[config.mk]
export PLATFORM = sky130hd
export DESIGN_NAME = fetch_queue_flat
export DESIGN_NICKNAME = d
export VERILOG_FILES = /design/src/rtl/fetch_queue_if.sv /design/src/rtl/fetch_queue.sv /design/src/flat_wrapper.sv
export SDC_FILE = /design/constraint.sdc
export NUM_CORES = 1
export LEC_CHECK = 0
export ABC_CLOCK_PERIOD_IN_PS = 6400
export BUFFER_PORTS_ARGS = -buffer_cell sky130_fd_sc_hd__buf_2
export CAP_MARGIN = 20
export CORE_UTILIZATION = 27
export CTS_CLUSTER_SIZE = 40
export DETAILED_ROUTE_END_ITERATION = 8
export PLACE_DENSITY = 0.53
export SETUP_SLACK_MARGIN = 0.4
export SYNTH_ARGS = -nofsm -noshare
export SYNTH_HDL_FRONTEND = slang
export SYNTH_SLANG_ARGS = --single-unit
[constraint.sdc]
create_clock -name i_clock -period 6.4 [get_ports i_clock]
set_input_delay 1.28 -clock i_clock [delete_from_list [all_inputs] [get_ports i_clock]]
set_output_delay 1.28 -clock i_clock [all_outputs]
set_load 0.05 [all_outputs]
[src/rtl/fetch_queue_if.sv]
// fetch_queue_if: redirect, instruction-memory and decode handshake signals of the fetch stage
interface fetch_queue_if #(
   parameter int ADDR_W = 8,
   parameter int INST_W = 8
) ();
   logic              i_redirect;
   logic [ADDR_W-1:0] i_redirect_pc;
   logic              o_mem_en;
   logic [ADDR_W-1:0] o_mem_addr;
   logic [INST_W-1:0] i_mem_data;
   logic              o_out_valid;
   logic              i_out_ready;
   logic [INST_W-1:0] o_out_inst;
   logic [ADDR_W-1:0] o_out_pc;
   logic [ADDR_W-1:0] o_out_pc_next;
   modport master (
      output i_redirect, i_redirect_pc, i_mem_data, i_out_ready,
      input  o_mem_en, o_mem_addr, o_out_valid, o_out_inst, o_out_pc, o_out_pc_next
   );
   modport slave (
      input  i_redirect, i_redirect_pc, i_mem_data, i_out_ready,
      output o_mem_en, o_mem_addr, o_out_valid, o_out_inst, o_out_pc, o_out_pc_next
   );
endinterface

[src/rtl/fetch_queue.sv]
// fetch_queue: sequential instruction fetch into a prefetch FIFO with redirect flush and decode backpressure
module fetch_queue #(
   parameter int                ADDR_W   = 8,
   parameter int                INST_W   = 8,
   parameter int                DEPTH    = 4,
   parameter logic [ADDR_W-1:0] RESET_PC = '0
) (
   input logic         i_clock,
   input logic         i_reset,
   fetch_queue_if.slave bus
);
   localparam int PW = $clog2(DEPTH);
   localparam int CW = $clog2(DEPTH + 1);
   logic [ADDR_W-1:0] r_fpc, r_pc_q;
   logic              r_inflight;
   logic [PW-1:0]     r_head, r_tail;
   logic [CW-1:0]     r_count;
   logic [INST_W-1:0] r_inst [DEPTH];
   logic [ADDR_W-1:0] r_pc [DEPTH];
   logic              w_valid, w_pop, w_push, w_issue, w_en;
   logic [ADDR_W-1:0] w_addr;
   logic [CW:0]       w_occ;

   function automatic logic [PW-1:0] f_inc(input logic [PW-1:0] p);
      return (p == PW'(DEPTH - 1)) ? '0 : p + 1'b1;
   endfunction

   // Occupancy counts the in-flight read so a returning response always has a free slot
   always_comb begin
      w_valid = r_count != '0;
      w_pop   = w_valid & bus.i_out_ready;
      w_push  = r_inflight & ~bus.i_redirect;
      w_occ   = {1'b0, r_count} + (CW+1)'(r_inflight) - (CW+1)'(w_pop);
      w_issue = w_occ < (CW+1)'(DEPTH);
      w_en    = ~i_reset & (bus.i_redirect | w_issue);
      w_addr  = bus.i_redirect ? bus.i_redirect_pc : r_fpc;
   end

   always_ff @(posedge i_clock or posedge i_reset) begin
      if (i_reset) begin
         r_fpc      <= RESET_PC;
         r_pc_q     <= '0;
         r_inflight <= 1'b0;
         r_head     <= '0;
         r_tail     <= '0;
         r_count    <= '0;
      end else begin
         r_inflight <= w_en;
         if (w_en) begin
            r_fpc  <= w_addr + 1'b1;
            r_pc_q <= w_addr;
         end
         if (bus.i_redirect) begin
            r_head  <= '0;
            r_tail  <= '0;
            r_count <= '0;
         end else begin
            if (w_push) r_tail <= f_inc(r_tail);
            if (w_pop) r_head <= f_inc(r_head);
            r_count <= r_count + CW'(w_push) - CW'(w_pop);
         end
      end
   end

   always_ff @(posedge i_clock) begin
      if (w_push) begin
         r_inst[r_tail] <= bus.i_mem_data;
         r_pc[r_tail]   <= r_pc_q;
      end
   end

   assign bus.o_mem_en      = w_en;
   assign bus.o_mem_addr    = w_addr;
   assign bus.o_out_valid   = w_valid;
   assign bus.o_out_inst    = w_valid ? r_inst[r_head] : '0;
   assign bus.o_out_pc      = w_valid ? r_pc[r_head] : '0;
   assign bus.o_out_pc_next = w_valid ? r_pc[r_head] + 1'b1 : '0;

   assert property (@(posedge i_clock) disable iff (i_reset) !(w_push && r_count == CW'(DEPTH)));
endmodule

[src/flat_wrapper.sv]
// flat-port wrapper written by rule: the top's interface ports become plain ports
module fetch_queue_flat 
#(
   parameter int                ADDR_W   = 8,
   parameter int                INST_W   = 8,
   parameter int                DEPTH    = 4,
   parameter logic [ADDR_W-1:0] RESET_PC = '0
)
  (i_clock, i_reset, bus_i_redirect, bus_i_redirect_pc, bus_i_mem_data, bus_i_out_ready, bus_o_mem_en, bus_o_mem_addr, bus_o_out_valid, bus_o_out_inst, bus_o_out_pc, bus_o_out_pc_next);
  fetch_queue_if #(.ADDR_W(ADDR_W), .INST_W(INST_W)) bus_i ();
  input logic i_clock;
  input logic i_reset;
  input wire logic [$bits(bus_i.i_redirect)-1:0] bus_i_redirect;
  input wire logic [$bits(bus_i.i_redirect_pc)-1:0] bus_i_redirect_pc;
  input wire logic [$bits(bus_i.i_mem_data)-1:0] bus_i_mem_data;
  input wire logic [$bits(bus_i.i_out_ready)-1:0] bus_i_out_ready;
  output wire logic [$bits(bus_i.o_mem_en)-1:0] bus_o_mem_en;
  output wire logic [$bits(bus_i.o_mem_addr)-1:0] bus_o_mem_addr;
  output wire logic [$bits(bus_i.o_out_valid)-1:0] bus_o_out_valid;
  output wire logic [$bits(bus_i.o_out_inst)-1:0] bus_o_out_inst;
  output wire logic [$bits(bus_i.o_out_pc)-1:0] bus_o_out_pc;
  output wire logic [$bits(bus_i.o_out_pc_next)-1:0] bus_o_out_pc_next;
  assign bus_i.i_redirect = bus_i_redirect;
  assign bus_i.i_redirect_pc = bus_i_redirect_pc;
  assign bus_i.i_mem_data = bus_i_mem_data;
  assign bus_i.i_out_ready = bus_i_out_ready;
  assign bus_o_mem_en = bus_i.o_mem_en;
  assign bus_o_mem_addr = bus_i.o_mem_addr;
  assign bus_o_out_valid = bus_i.o_out_valid;
  assign bus_o_out_inst = bus_i.o_out_inst;
  assign bus_o_out_pc = bus_i.o_out_pc;
  assign bus_o_out_pc_next = bus_i.o_out_pc_next;
  fetch_queue #(.ADDR_W(ADDR_W), .INST_W(INST_W), .DEPTH(DEPTH), .RESET_PC(RESET_PC)) u_core (.i_clock(i_clock), .i_reset(i_reset), .bus(bus_i));
endmodule
=== Yosys cells after proc, flatten, opt, wreduce, memory -nomap -nowiden ===
Memory sizes are Yosys's and may differ from the RTL's.
Cells that the tools add are included.

* Register bits after elaboration: 24
* Bits in latches: 0
* Bits in writable memories: 64
* Bits in read-only memories: 0
* Bits of input ports: 20
* Output and inout port bits: 34
* Word-level logic and storage cells: 41
* Memories kept: 2

* Add/subtract/negate cells: 8
* Multipliers: 0
* Divide/modulo/power cells: 0
* Order comparisons: 1
* Eq/ne operators: 2
* Shift operators: 0
* Multiplexer cells: 13
* Bitwise operators: 6
* Reduce and logical (&&, ||, !) cells: 3

{| class="wikitable"
|+ Memories
! name !! words !! width !! read ports !! clocked after Yosys merged registers in !! write ports !! RTL line !! text
|-
| u_core.r_inst || 4 || 8 || 1 || 0 || 1 || fetch_queue.sv:18 || <nowiki>logic [INST_W-1:0] r_inst [DEPTH];</nowiki>
|-
| u_core.r_pc || 4 || 8 || 1 || 0 || 1 || fetch_queue.sv:19 || <nowiki>logic [ADDR_W-1:0] r_pc [DEPTH];</nowiki>
|}

{| class="wikitable"
|+ Operators by type and width
! cell !! number
|-
| $mux 8 || 4
|-
| $add 8x1->8 const B || 2
|-
| $mux 2 || 6
|-
| $add 2x1->2 const B || 2
|-
| $add 3x1->4 || 1
|-
| $eq 2x2->1 const B || 2
|-
| $lt 4x3->1 const B || 1
|-
| $reduce_bool 2->1 || 2
|-
| $sub 4x1->4 || 1
|-
| $add 3x1->3 || 1
|-
| $and 1x1->1 || 3
|-
| $mux 3 || 1
|-
| $reduce_bool 3->1 || 1
|-
| $sub 3x1->3 || 1
|-
| $mux 1 || 2
|-
| $not 1->1 || 2
|-
| $or 1x1->1 || 1
|}

=== Depth between registers and ports, before layout ===
Gate-level depths: netlist of the first run.

* Depth after elaboration: 6
* Mapped depth: 10
* Mapped depth without buffers: 9

=== Worst setup path before layout of the first run ===
No wires, ideal clock.

* Path type: input port to output port
* Start point: in bus_i_out_ready
* End point: out bus_o_mem_en
* Data arrival time: 2.940 ns
* Required time: 5.120 ns
* Setup slack: 2.180 ns
* Stages: 7
* Buffers on the path: 1
* Cells stage by stage: nand2_1 > or2_2 > ha_1 > a31oi_1 > or3b_4 > a31oi_4 > buf_12

* Word-level cells in the longest chain between the ends: 5

{| class="wikitable"
|+ Ends and longest elaborated chain
! element !! RTL line !! text
|-
| start, declared || flat_wrapper.sv:16 || <nowiki>input wire logic [$bits(bus_i.i_out_ready)-1:0] bus_i_out_ready;</nowiki>
|-
| $and 1x1->1 || fetch_queue.sv:31 || <nowiki>w_pop = w_valid & bus.i_out_ready;</nowiki>
|-
| $sub 4x1->4 || fetch_queue.sv:33 || <nowiki>w_occ = {1'b0, r_count} + (CW+1)'(r_inflight) - (CW+1)'(w_pop);</nowiki>
|-
| $lt 4x3->1 || fetch_queue.sv:34 || <nowiki>w_issue = w_occ < (CW+1)'(DEPTH);</nowiki>
|-
| $or 1x1->1 || fetch_queue.sv:35 || <nowiki>w_en = ~i_reset & (bus.i_redirect | w_issue);</nowiki>
|-
| $and 1x1->1 || fetch_queue.sv:35 ||
|-
| end, declared || flat_wrapper.sv:17 || <nowiki>output wire logic [$bits(bus_i.o_mem_en)-1:0] bus_o_mem_en;</nowiki>
|}

No other way between the ends.

=== Worst setup path in the final report of the first run ===
* Start point: reg u_core.r_count[1]
* End point: out bus_o_mem_en

* Word-level cells in the longest chain between the ends: 6
* Elaborated cells between the ends (all ways): 7
* Those cells by class: add/sub: 2; order compare: 1; bitwise: 3; reduce/logical: 1

{| class="wikitable"
|+ Ends and longest elaborated chain
! element !! RTL line !! text
|-
| start, declared || fetch_queue.sv:17 || <nowiki>logic [CW-1:0] r_count;</nowiki>
|-
| start signal, assigned || fetch_queue.sv:60 || <nowiki>r_count <= r_count + CW'(w_push) - CW'(w_pop);</nowiki>
|-
| parallel branches: the longest is 2 deep, another holds $add 3x1->4 || n/a ||
|-
| $sub 4x1->4 (*) || fetch_queue.sv:33 ||
|-
| $lt 4x3->1 (*) || fetch_queue.sv:34 ||
|-
| $or 1x1->1 (*) || fetch_queue.sv:35 ||
|-
| $and 1x1->1 (*) || fetch_queue.sv:35 ||
|}

Mark *: on every way between the ends.

==> out/qor.yml, run 1 <==
netlist_instances: 241
die_area_um2: 15090
max_freq_mhz: 188.8
worstMarginPinSlew_ns: 0.9927
power_switching_uw: 968.6
grt_start_max_net_pins: 25
min_period_over_period_pct: 82.78
hold_class: "reg -> reg"
io_buffers: 53
post-cts-setup-buffers: 0
seq_power_share_pct: 36.0
start_util_pct: 28.09
critPathArrivalTime_ns: 4.02
hpwlAfterDp_mm: 4.848
drive_gt1_share_pct: 36.18
ir_drop_uv: 236.4
synth_area_leaders: "edfxtp_1 (49%), dfrtp_1 (15%), mux4_2 (9.1%)"
dr_total_vias: 2073
yosys.area.top_type: "edfxtp_1"
min_period_ns: 5.298
clk_latency_ns: 0.34
synth_top_area_share_pct: 48.73
synth_top_family_by_area: "multiplexers"
die_x_um: 122.9
outcome: "completed"
mostFrequentLayoutCells: "edfxtp_1 (64), buf_2 (53), dfrtp_1 (24)"
slew_violations: 0
cp_slowest_cell: "nor3_1"
synthMuxAreaShare_pct: 17.20
yosys.area_share.simple_pct: 8.376
cts_tree: "yes"
endpoint_kind: "output port"
p_int_mw: 1.346
num_rows: 43
grt_first_pass_wirelength_mm: 11.70
routabilityCongestion: 0.7657
cp_max_fo: 19
ys_seq_area_share_pct: 63.96
cts_buffer_depth: 2
drt_iter0_markers: 114
htree_levels: 3
worst_setup_path_start_kind: "flip-flop"
clk_pin_slew_ns: 0.06
pwr_density_cell_nw_per_um2: 495.1
ant_nets: 0
top_level_ports: 54
hold_viol: 0
cts_resized: 0
grt-ovfl-total: 0
rsz0062_at_grt: "false"
cts.sinks: 88
cp_cell_sequence: "nor3_1 > inv_1 > nand2_1 > or2_2 > ha_1 > a31oi_1 > or3b_4 > a31oi_4 > buf_4 > buf_2"
p_clk_share_pct: 20.7
cts-root-buf: "clkbuf_16"
fin_tns_setup_ns: 0
vias_per_cell: 4.283
synth_fp_nets: 272
routed_wl_mm: 7.278
drv_cap: 0
path_delay_family: "simple AND/OR/NAND/NOR gates"
dieHeight_um: 122.9
syn_avg_cell_area_um2: 16.36
grt_use_total_pct: 10.75
slew-limit-headroom_pct: 33.31
switching_share_pct: 41.85
synth.ff_latch_count: 88
num_antenna_cells: 0
wl_per_cell_um: 15.04
drtPass1Iterations: 4
setup_viol: 0
path_class: "reg -> out"
fin_skew_ns: 0.004563
p_leak_nw: 1.786
fin_hold_ws_ns: 0.5063
syn2layout_area_growth_pct: 18.53
synth_area_um2: 3944
yosys.area_share.adder_pct: 3.680
antenna_found_initial: 0
synth_compound_area_share_pct: 1.142
mostFrequentLayoutCell: "edfxtp_1"
drc: 0
combPwrFrac_pct: 43.2
numCtsBuffers: 9
final_nets: 330
cp_num_buf_inv: 3
slowest_delay_ns: 0.82
grt_pass1_vias: 2130
required_ns: 5.12
fillCellCount: 1374
hold_buffers: 0
synth.distinct_cells: 31
synthXorXnorAreaFrac_pct: 3.553
yosys_warnings: 0
core_area_um2: 14040
## flip-flops by register name, summed over array words and instances, names as in the netlist
signal / flops
u_core.r_head: 2
u_core.r_fpc: 8
u_core.r_pc: 32
u_core.r_inflight: 1
u_core.r_tail: 2
u_core.r_inst: 32
u_core.r_pc_q: 8
u_core.r_count: 3
## worst reg2reg max path, stage by stage, from the launching register on
cell and delay [ns]:
dfrtp_1 0.43, nor3_1 0.82, inv_1 0.53, nand2_1 0.34
or2_2 0.16, ha_1 0.11, a31oi_1 0.10, or3b_4 0.40
a31oi_4 0.17, buf_4 0.29, mux2_2 0.38
## cells by family after synthesis
| logic type | Yosys count |
|---|---|
| AO/OA/AOI/OAI | 5 |
| XOR/XNOR | 16 |
| adder cells (fa/ha/maj) | 11 |
| buffers and inverters | 17 |
| flip-flops | 88 |
| multiplexers | 42 |
| AND/OR/NAND/NOR | 62 |
## final timing paths
| check | from | to | slack [ns] | depth (start not counted) |
|---|---|---|---|---|
| max in group asynchronous | i_reset | u_core.r_pc_q[2]$_DFFE_PP0P_ | 4.63 | 2 |
| setup reg to reg | u_core.r_count[1]$_DFF_PP0_ | u_core.r_fpc[4]$_DFFE_PP0P_ | 2.55 | 10 |
| setup / recovery | u_core.r_count[1]$_DFF_PP0_ | bus_o_mem_en | 1.10 | 10 |
| hold / removal | u_core.r_fpc[6]$_DFFE_PP0P_ | u_core.r_fpc[6]$_DFFE_PP0P_ | 0.51 | 1 |
| min in group asynchronous | i_reset | u_core.r_fpc[0]$_DFFE_PP0P_ | 1.19 | 2 |
| hold reg to reg | u_core.r_fpc[6]$_DFFE_PP0P_ | u_core.r_fpc[6]$_DFFE_PP0P_ | 0.51 | 1 |
## metrics by stage
step	instance area, µm²	setup slack [ns]	cells	power [mW]	util, %
final	4674	1.102	484	2.314	33.29
after global routing	4674	0.7155	484	2.448	33.29
after CTS	4674	0.9886	484	2.350	33.29
after detailed placement	4400	1.372	468	1.864	31.34
after global placement	4400	1.556	468	1.851	31.34
after floorplan	3944	2.180	241	1.635	-
## layout make-up
cell class	count	area (µm²)	share of cell area (%)
multi-input combinational	136	1339	28.64
inverter	9	33.78	0.7227
tap	180	225.2	4.818
sequential	88	2522	53.96
clock buffer	10	229.0	4.898
clock inverter	6	45.04	0.9636
timing repair buffer	55	280.3	5.996
## cell usage after synthesis
cell type and number:
nor2b_1 2, nand4b_1 1, o21ai_0 1, xnor2_1 5, nor2_1 16, edfxtp_1 64, a22oi_1 1, or3b_4 1
a31oi_4 1, ha_1 10, mux2_4 8, nor3_1 2, buf_12 1, mux2i_1 4, nand2_1 8, inv_1 9
fa_1 1, buf_2 2, mux4_2 16, and4_1 1, xor2_1 11, nand3_1 5, a31oi_1 1, mux2_2 14
or2_2 1, nand4_1 1, dfrtp_1 24, nand3b_1 1, clkbuf_1 5, and2_1 23, a21oi_1 1
## layer usage
layer	vias up	wire length, µm	GRT usage, %
met5	-	0	0
met4	0	119	4.345
met3	11	358	3.346
met2	51	3158	16.29
met1	1002	3641	14.24
li1	1009	-	-
## power groups by stage
stage	Sequential (mW)	Combinational [mW]	Clock, mW
CTS	0.836	1.02	0.495
finish	0.834	1.00	0.479
global route	0.851	1.08	0.517
global placement	0.841	1.01	0
floorplan	0.807	0.829	0
detailed placement	0.848	1.02	0
Power figures use the tool's default switching activity.
==> run 2: changes to the inputs <==
- ABC_CLOCK_PERIOD_IN_PS: 6400 -> 5210
- clock period: 6.4 -> 5.21 ns (I/O delays scaled with it)
==> out/qor.yml, run 2 (synthesized netlist as in run 1, its figures left out) <==
core_area_um2: 14040
pwr_density_cell_nw_per_um2: 618.3
setup_viol: 0
drv_cap: 0
outcome: "completed"
post-cts-setup-buffers: 0
required_ns: 4.17
final_nets: 330
path_class: "reg -> out"
hold_viol: 0
mostFrequentLayoutCell: "edfxtp_1"
start_util_pct: 28.09
slew-limit-headroom_pct: 36.42
grt_first_pass_wirelength_mm: 12.41
critPathArrivalTime_ns: 3.36
vias_per_cell: 4.382
num_rows: 43
slew_violations: 0
num_antenna_cells: 0
grt-ovfl-total: 0
fin_tns_setup_ns: 0
rsz0062_at_grt: "false"
syn2layout_area_growth_pct: 19.32
cp_max_fo: 19
endpoint_kind: "output port"
drtPass1Iterations: 4
die_area_um2: 15090
ant_nets: 0
numCtsBuffers: 9
routabilityCongestion: 0.7263
reg.largest.list: "u_core.r_inst: 32 flops, u_core.r_pc: 32 flops"
hp-start: "u_core.r_fpc[5]$_DFFE_PP0P_"
hold_buffers: 0
p_leak_nw: 1.800
min_period_over_period_pct: 84.57
drive_gt1_share_pct: 37.17
fillCellCount: 1376
cts-root-buf: "clkbuf_16"
max_freq_mhz: 227.0
power_mw: 2.909
clk_pin_slew_ns: 0.07
worst_setup_path_start_kind: "flip-flop"
grt_start_max_net_pins: 25
routed_wl_mm: 7.624
cts_tree: "yes"
ir_drop_uv: 243.1
hold_class: "reg -> reg"
hpwlAfterDp_mm: 5.069
dieHeight_um: 122.9
htree_levels: 3
grt_pass1_vias: 2271
dr_total_vias: 2121
drt_iter0_markers: 77
grt_use_total_pct: 11.33
top_level_ports: 54
timing.rr.start: "u_core.r_count[0]$_DFF_PP0_"
clk_latency_ns: 0.34
drc: 0
wl_per_cell_um: 15.75
cts_buffer_depth: 2
worstMarginPinSlew_ns: 0.9526
min_period_ns: 4.406
fin_skew_ns: 0.008184
io_buffers: 53
antenna_found_initial: 0
mostFrequentLayoutCells: "edfxtp_1 (64), buf_2 (53), dfrtp_1 (24)"
cts.sinks: 88
cp-startpoint: "u_core.r_count[0]$_DFF_PP0_"
die_x_um: 122.9
r2r_slack_ns: 1.69
## run 2: cell types whose count changed in the layout (fill, tap and decap cells not counted), sizes merged
cell | before | now
inv | 10 | 12
clkbuf | 10 | 9
clkinv | 4 | 3
## run 2: cell type report
class	instances	area (µm²)	area share, %
clock inverters	7	75.07	1.595
well taps	180	225.2	4.786
repair buffers	55	280.3	5.956
flip-flops and latches	88	2522	53.60
clock buffers	9	225.2	4.786
multi-input cells	136	1344	28.56
inverters	9	33.78	0.7179
## run 2: metal layers
metal | vias up | share of wire [%] | wire (µm) | track usage, %
met3 | 9 | 5.0 | 385 | 3.578
met2 | 51 | 44 | 3322 | 16.57
li1 | 1007 | - | - | -
met4 | 0 | 1.3 | 99 | 3.659
met5 | - | 0 | 0 | 0
met1 | 1054 | 50 | 3816 | 15.85
## run 2: timing repair
item                                   in CTS  in global routing
endpoints found under the hold margin       0                  0
setup endpoints to repair                   1                  0
gates resized for setup                     1                  0
## run 2: final timing paths
kind,to,cells past startpoint
worst min-delay path,u_core.r_fpc[5]$_DFFE_PP0P_,1
worst max register to register,u_core.r_fpc[2]$_DFFE_PP0P_,10
worst max-delay path,bus_o_mem_en,9
worst min register to register,u_core.r_fpc[5]$_DFFE_PP0P_,1
min in group asynchronous,u_core.r_head[1]$_DFFE_PP0P_,2
max in group asynchronous,u_core.r_count[0]$_DFF_PP0_,2
## run 2: metrics by stage
step | setup WS [ns] | utilization, % | hold slack (ns) | instance area, µm² | std cells
detailed placement | 0.7561 | 31.34 | 0.4967 | 4400 | 468
global route | 0.5362 | 33.51 | 0.5354 | 4706 | 484
global placement | 0.8706 | 31.34 | 0.4952 | 4400 | 468
finish | 0.8040 | 33.51 | 0.5084 | 4706 | 484
CTS | 0.8006 | 33.51 | 0.5125 | 4706 | 484
floorplan | 1.452 | - | 0.4724 | 3944 | 241
## run 2: power breakdown
part	switching, mW	internal [mW]
registers	0.121	0.916
logic	0.818	0.413
clock network	0.302	0.339
## run 2: critical path, cell delays in order, from the launching register on
cell,delay [ns]
dfrtp_1,0.43
nor3_2,0.53
inv_1,0.44
nand2_1,0.32
or2_2,0.16
ha_1,0.11
a31oi_1,0.11
or3b_4,0.40
a31oi_4,0.22
buf_2,0.30
